[config.mk]
export PLATFORM = sky130hd
export DESIGN_NAME = serial_add_ctrl
export DESIGN_NICKNAME = d
export VERILOG_FILES = /design/src/rtl/serial_add_ctrl.sv
export SDC_FILE = /design/constraint.sdc
export NUM_CORES = 1
export LEC_CHECK = 0
export ABC_CLOCK_PERIOD_IN_PS = 2400
export BUFFER_PORTS_ARGS = -buffer_cell sky130_fd_sc_hd__buf_2
export CAP_MARGIN = 30
export CORE_ASPECT_RATIO = 1.75
export CORE_MARGIN = 4
export CORE_UTILIZATION = 45
export DETAILED_ROUTE_END_ITERATION = 8
export PLACE_DENSITY = 0.66
export SETUP_SLACK_MARGIN = 0.4
export SYNTH_ARGS = -nofsm -noshare
export SYNTH_HDL_FRONTEND = slang
export SYNTH_SLANG_ARGS = --single-unit
[constraint.sdc]
create_clock -name clk -period 2.4 [get_ports clk]
set_clock_uncertainty 0.15 [all_clocks]
set_input_delay 0.12 -clock clk [delete_from_list [all_inputs] [get_ports clk]]
set_output_delay 0.12 -clock clk [all_outputs]
set_load 0.03 [all_outputs]
[src/rtl/serial_add_ctrl.sv]
// serial_add_ctrl: bit-serial adder that reuses one full-adder cell over WIDTH cycles
module adder_1bit (
  input  logic a,
  input  logic b,
  input  logic cin,
  output logic s,
  output logic co
);
  assign s  = a ^ b ^ cin;
  assign co = (a & b) | (cin & (a ^ b));
endmodule

module serial_add_ctrl #(
  parameter int WIDTH = 8
) (
  input  logic             clk,
  input  logic             n_rst,
  input  logic             start,
  input  logic [WIDTH-1:0] a,
  input  logic [WIDTH-1:0] b,
  input  logic             carry_in,
  output logic             busy,
  output logic             done,
  output logic [WIDTH-1:0] sum,
  output logic             carry_out,
  output logic             overflow
);
  localparam int CW = $clog2(WIDTH);
  typedef enum logic [1:0] {IDLE, ADD, DONE} state_t;
  state_t state_q, state_d;
  logic [WIDTH-1:0] opa_q, opa_d, opb_q, opb_d, psum_q, psum_d, sum_q, sum_d;
  logic [CW-1:0] cnt_q, cnt_d;
  logic c_q, c_d, co_q, co_d, ov_q, ov_d;
  logic s, co, load, adding, fin;
  adder_1bit u_fa (.a(opa_q[0]), .b(opb_q[0]), .cin(c_q), .s(s), .co(co));
  // state and datapath registers; reset discards any in-flight add
  always_ff @(posedge clk or negedge n_rst) begin
    if (!n_rst) begin
      state_q <= IDLE;
      opa_q   <= '0;
      opb_q   <= '0;
      psum_q  <= '0;
      sum_q   <= '0;
      cnt_q   <= '0;
      c_q     <= 1'b0;
      co_q    <= 1'b0;
      ov_q    <= 1'b0;
    end else begin
      state_q <= state_d;
      opa_q   <= opa_d;
      opb_q   <= opb_d;
      psum_q  <= psum_d;
      sum_q   <= sum_d;
      cnt_q   <= cnt_d;
      c_q     <= c_d;
      co_q    <= co_d;
      ov_q    <= ov_d;
    end
  end
  // next state: accept in IDLE/DONE, shift one bit per ADD cycle, publish on the last bit
  always_comb begin
    adding  = state_q == ADD;
    load    = start && !adding;
    fin     = adding && (cnt_q == CW'(WIDTH-1));
    state_d = load ? ADD : !adding ? IDLE : fin ? DONE : ADD;
    opa_d   = load ? a : adding ? opa_q >> 1 : opa_q;
    opb_d   = load ? b : adding ? opb_q >> 1 : opb_q;
    c_d     = load ? carry_in : adding ? co : c_q;
    cnt_d   = load ? '0 : adding ? cnt_q + 1'b1 : cnt_q;
    psum_d  = adding ? {s, psum_q[WIDTH-1:1]} : psum_q;
    sum_d   = fin ? {s, psum_q[WIDTH-1:1]} : sum_q;
    co_d    = fin ? co : co_q;
    ov_d    = fin ? c_q ^ co : ov_q;
  end
  assign busy      = state_q == ADD;
  assign done      = state_q == DONE;
  assign sum       = sum_q;
  assign carry_out = co_q;
  assign overflow  = ov_q;
endmodule
==> metrics.md <==
| Metric | Value |
|---|---|
| Outcome | `finished clean` |
| Final Max Tran Viols | `0` |
| Sequential cell area | `976 um^2` |
| Final HPWL DP | `2180 um` |
| CTS Sinks | `39` |
| First-pass GRT wire length | `5240 um` |
| Endpoint class of the critical path | `flop` |
| Later-pin clock latency in the skew report | `290 ps` |
| Initial Util | `47.0%` |
| Worst-Margin Slew | `841 ps` |
| Total CTS buffers | `5` |
| CTS H-tree lvls | `2` |
| Routability cong. | `0.679` |
| Synth Area in Compound Gates | `0.405%` |
| # DRC | `0` |
| Hold WC Path Type | `input pin to flop` |
| Die ar. | `5250 um^2` |
| Drt wl/cell | `15.7 um` |
| Proportion of layout cells with a drive suffix above 1 | `60.0%` |
| YS warnings | `0` |
| CTS clock-pin slew for the worst setup and hold paths | `80 ps` |
| Die Width | `56.5 um` |
| Layout area overhead | `17.3%` |
| Buffer depth of the longest clock path | `2` |
| Ant diodes | `0` |
| Worst hold path cell count | `3` |
| Initial antenna violation count | `0` |
| Cell taking the most area after synthesis | `dfrtp_1` |
| Reg-to-reg setup timing slack | `520 ps` |
| Commonest cells after routing, fill and taps aside | `dfrtp_1, mux2_4, buf_2, mux2_2, clkbuf_8` |
| Worst reg-to-reg path cell count | `4` |
| Synth Area in Simple Gates | `2.50%` |
| Max Clk Rate | `533 MHz` |
| Ports | `32` |
| Min Tclk post-route | `1880 ps` |
| Vias per inst | `5.02` |
| CP Launch Type | `flop` |
| Setup TNS | `0 ps` |
| Non-Filler Instances | `198` |
| RSZ-0062 raised after global routing | `false` |
| Die Ht | `92.9 um` |
| Reg-to-Reg Start | `cnt_q[0]$_DFFE_PN0P_` |
| CTS root buffer | `clkbuf_8` |
| #FFs+latches synth | `39` |
| Setup bufs post-CTS | `0` |
| Largest family of logic cells by synthesized area | `multiplexers` |
| Nets | `172` |
| Final hold violations | `0` |
| Via count | `993` |
| Placement Setup Slack | `486 ps` |
| Mux contribution to synthesized area | `38.1%` |
| Pre-Repair DR Iteration Count | `4` |
| CP Class | `flop to flop` |
| Max FO, Critical Path | `12` |
| Iteration-0 DRC Markers | `13` |
| WL final | `3120 um` |
| Port-buffer cells | `31` |
| Worst vdd ir | `0.000701 V` |
| GRT Total Usage | `13.0%` |
| Data arrival, critical path | `1900 ps` |
| Antenna viol nets, final | `0` |
| Static Leak | `0.00110 uW` |
| MaxCap Viol Count | `0` |
| Required time worst endpoint | `2420 ps` |
| Post-synth top area share | `52.6%` |
| RR Endpoint | `sum[1]$_DFFE_PN0P_` |
| Post-CTS Resized | `0` |
| Max-slew headroom | `43.9%` |
| Post-synthesis sequential area ratio | `52.6%` |
| Vias in the first global route | `1078` |
| Post-Synthesis Cells | `112` |
| Largest net degree at the start of global routing | `40` |
| CTS tree | `built` |
| Post-Syn Nets | `135` |
| Mean Syn Cell Area | `16.6 um^2` |
| Commonest non-fill, non-tap cell in the layout | `dfrtp_1` |
| Core area | `3940 um^2` |
| Period utilization | `78.2%` |
| Filler cells | `347` |
| Site row count | `30` |
| Top cells by area, synth | `dfrtp_1, mux2_4, mux2_2, buf_6, mux2i_1` |
| Area of the multi-input gates | `813 um^2` |
| Hold slack | `34.5 ps` |
| PwrDens | `1330 nW/um^2` |
| Hold wc startpoint | `a[0]` |
| Setup WS post-layout | `523 ps` |
| Inst Count DP | `187` |
| Final setup vio count | `0` |
| Mapped Area | `1850 um^2` |
| Adder-cell share of the synthesized area | `2.43%` |
| Xor/xnor share of the synthesized area | `0.472%` |
| Hold endpoint | `opa_q[0]$_DFFE_PN0P_` |
| Total congestion overflow | `0` |
| Yosys cell types | `16` |
cells in the mapped netlist:
| library cell | count |
|---|---|
| mux2_4 | 33 |
| mux2i_1 | 3 |
| nor2_1 | 2 |
| dfrtp_1 | 39 |
| xor2_1 | 1 |
| buf_6 | 4 |
| ha_1 | 2 |
| nand3b_1 | 1 |
| nand2b_1 | 2 |
| fa_1 | 1 |
| o21a_1 | 1 |
| buf_4 | 1 |
| mux2_2 | 16 |
| inv_1 | 2 |
| buf_2 | 1 |
| nor2b_1 | 3 |
layer usage:
| metal | global-route usage, % | wire (um) | up-vias |
|---|---|---|---|
| met5 | 0 | 0 | - |
| met4 | 5.35 | 60 | 0 |
| met3 | 4.74 | 181 | 5 |
| met2 | 20.7 | 1630 | 26 |
| met1 | 15.6 | 1240 | 502 |
| li1 | - | - | 460 |
registers in the layout, indices dropped and copies added, names as in the netlist:
register / count
carry_out: 1
psum_q: 7
sum: 8
opa_q: 8
overflow: 1
opb_q: 8
cnt_q: 3
c_q: 1
state_q: 2
what timing repair did:
item / 4_1_cts / 5_1_grt
setup endpoints to repair: 0 / 2
hold endpoints to repair: 41 / 0
hold buffers: 3 / 0
where the power goes:
| part | switching (uW) | leakage [uW] | internal, uW |
|---|---|---|---|
| clock network | 222 | 0.0000612 | 336 |
| logic | 534 | 0.000552 | 681 |
| registers | 178 | 0.000488 | 948 |
| total | 934 | 0.00110 | 1970 |
layout make-up:
class,count,share of cell area [%]
well taps,48,2.76
flip-flops and latches,39,44.9
clock inverters,2,1.61
clock buffers,6,3.80
repair buffers,36,9.21
multi-input cells,65,37.4
inverters,2,0.345
worst max-delay path by stage:
| stage | start | endpoint | slack (ps) | cells after the start |
|---|---|---|---|---|
| detailed placement | cnt_q[0]$_DFFE_PN0P_ | sum[1]$_DFFE_PN0P_ | 490 | 4 |
| global placement | cnt_q[0]$_DFFE_PN0P_ | sum[5]$_DFFE_PN0P_ | 580 | 4 |
| finish | cnt_q[0]$_DFFE_PN0P_ | sum[1]$_DFFE_PN0P_ | 520 | 4 |
| CTS | cnt_q[0]$_DFFE_PN0P_ | sum[1]$_DFFE_PN0P_ | 470 | 4 |
| global route | cnt_q[0]$_DFFE_PN0P_ | sum[1]$_DFFE_PN0P_ | 420 | 4 |
| floorplan | cnt_q[0]$_DFFE_PN0P_ | carry_out$_DFFE_PN0P_ | 730 | 5 |
cell families (layout without fill, tap and decap cells):
group / count (synthesis) / after routing
DFF: 39 / 39
xor gates and xnor gates: 1 / 1
AOI/OAI and AO/OA: 1 / 1
muxes: 52 / 52
adders and majority gates: 3 / 3
and+or+nand+nor: 8 / 8
buffers and inverters: 8 / 46
metrics by stage:
stage | total power, uW | instance area (um^2) | util, %
floorplan | 2110 | 1850 | -
global placement | 2310 | 2030 | 51.4
detailed placement | 2370 | 2030 | 51.4
CTS | 2940 | 2170 | 55.2
global route | 3090 | 2170 | 55.2
finish | 2900 | 2170 | 55.2
worst max-delay path, stage by stage, from the launching register on:
cell,delay (ps)
dfrtp_1,400
ha_1,210
ha_1,180
nand3b_1,420
mux2_2,410
Note: power is estimated with default switching activity, not from simulation.
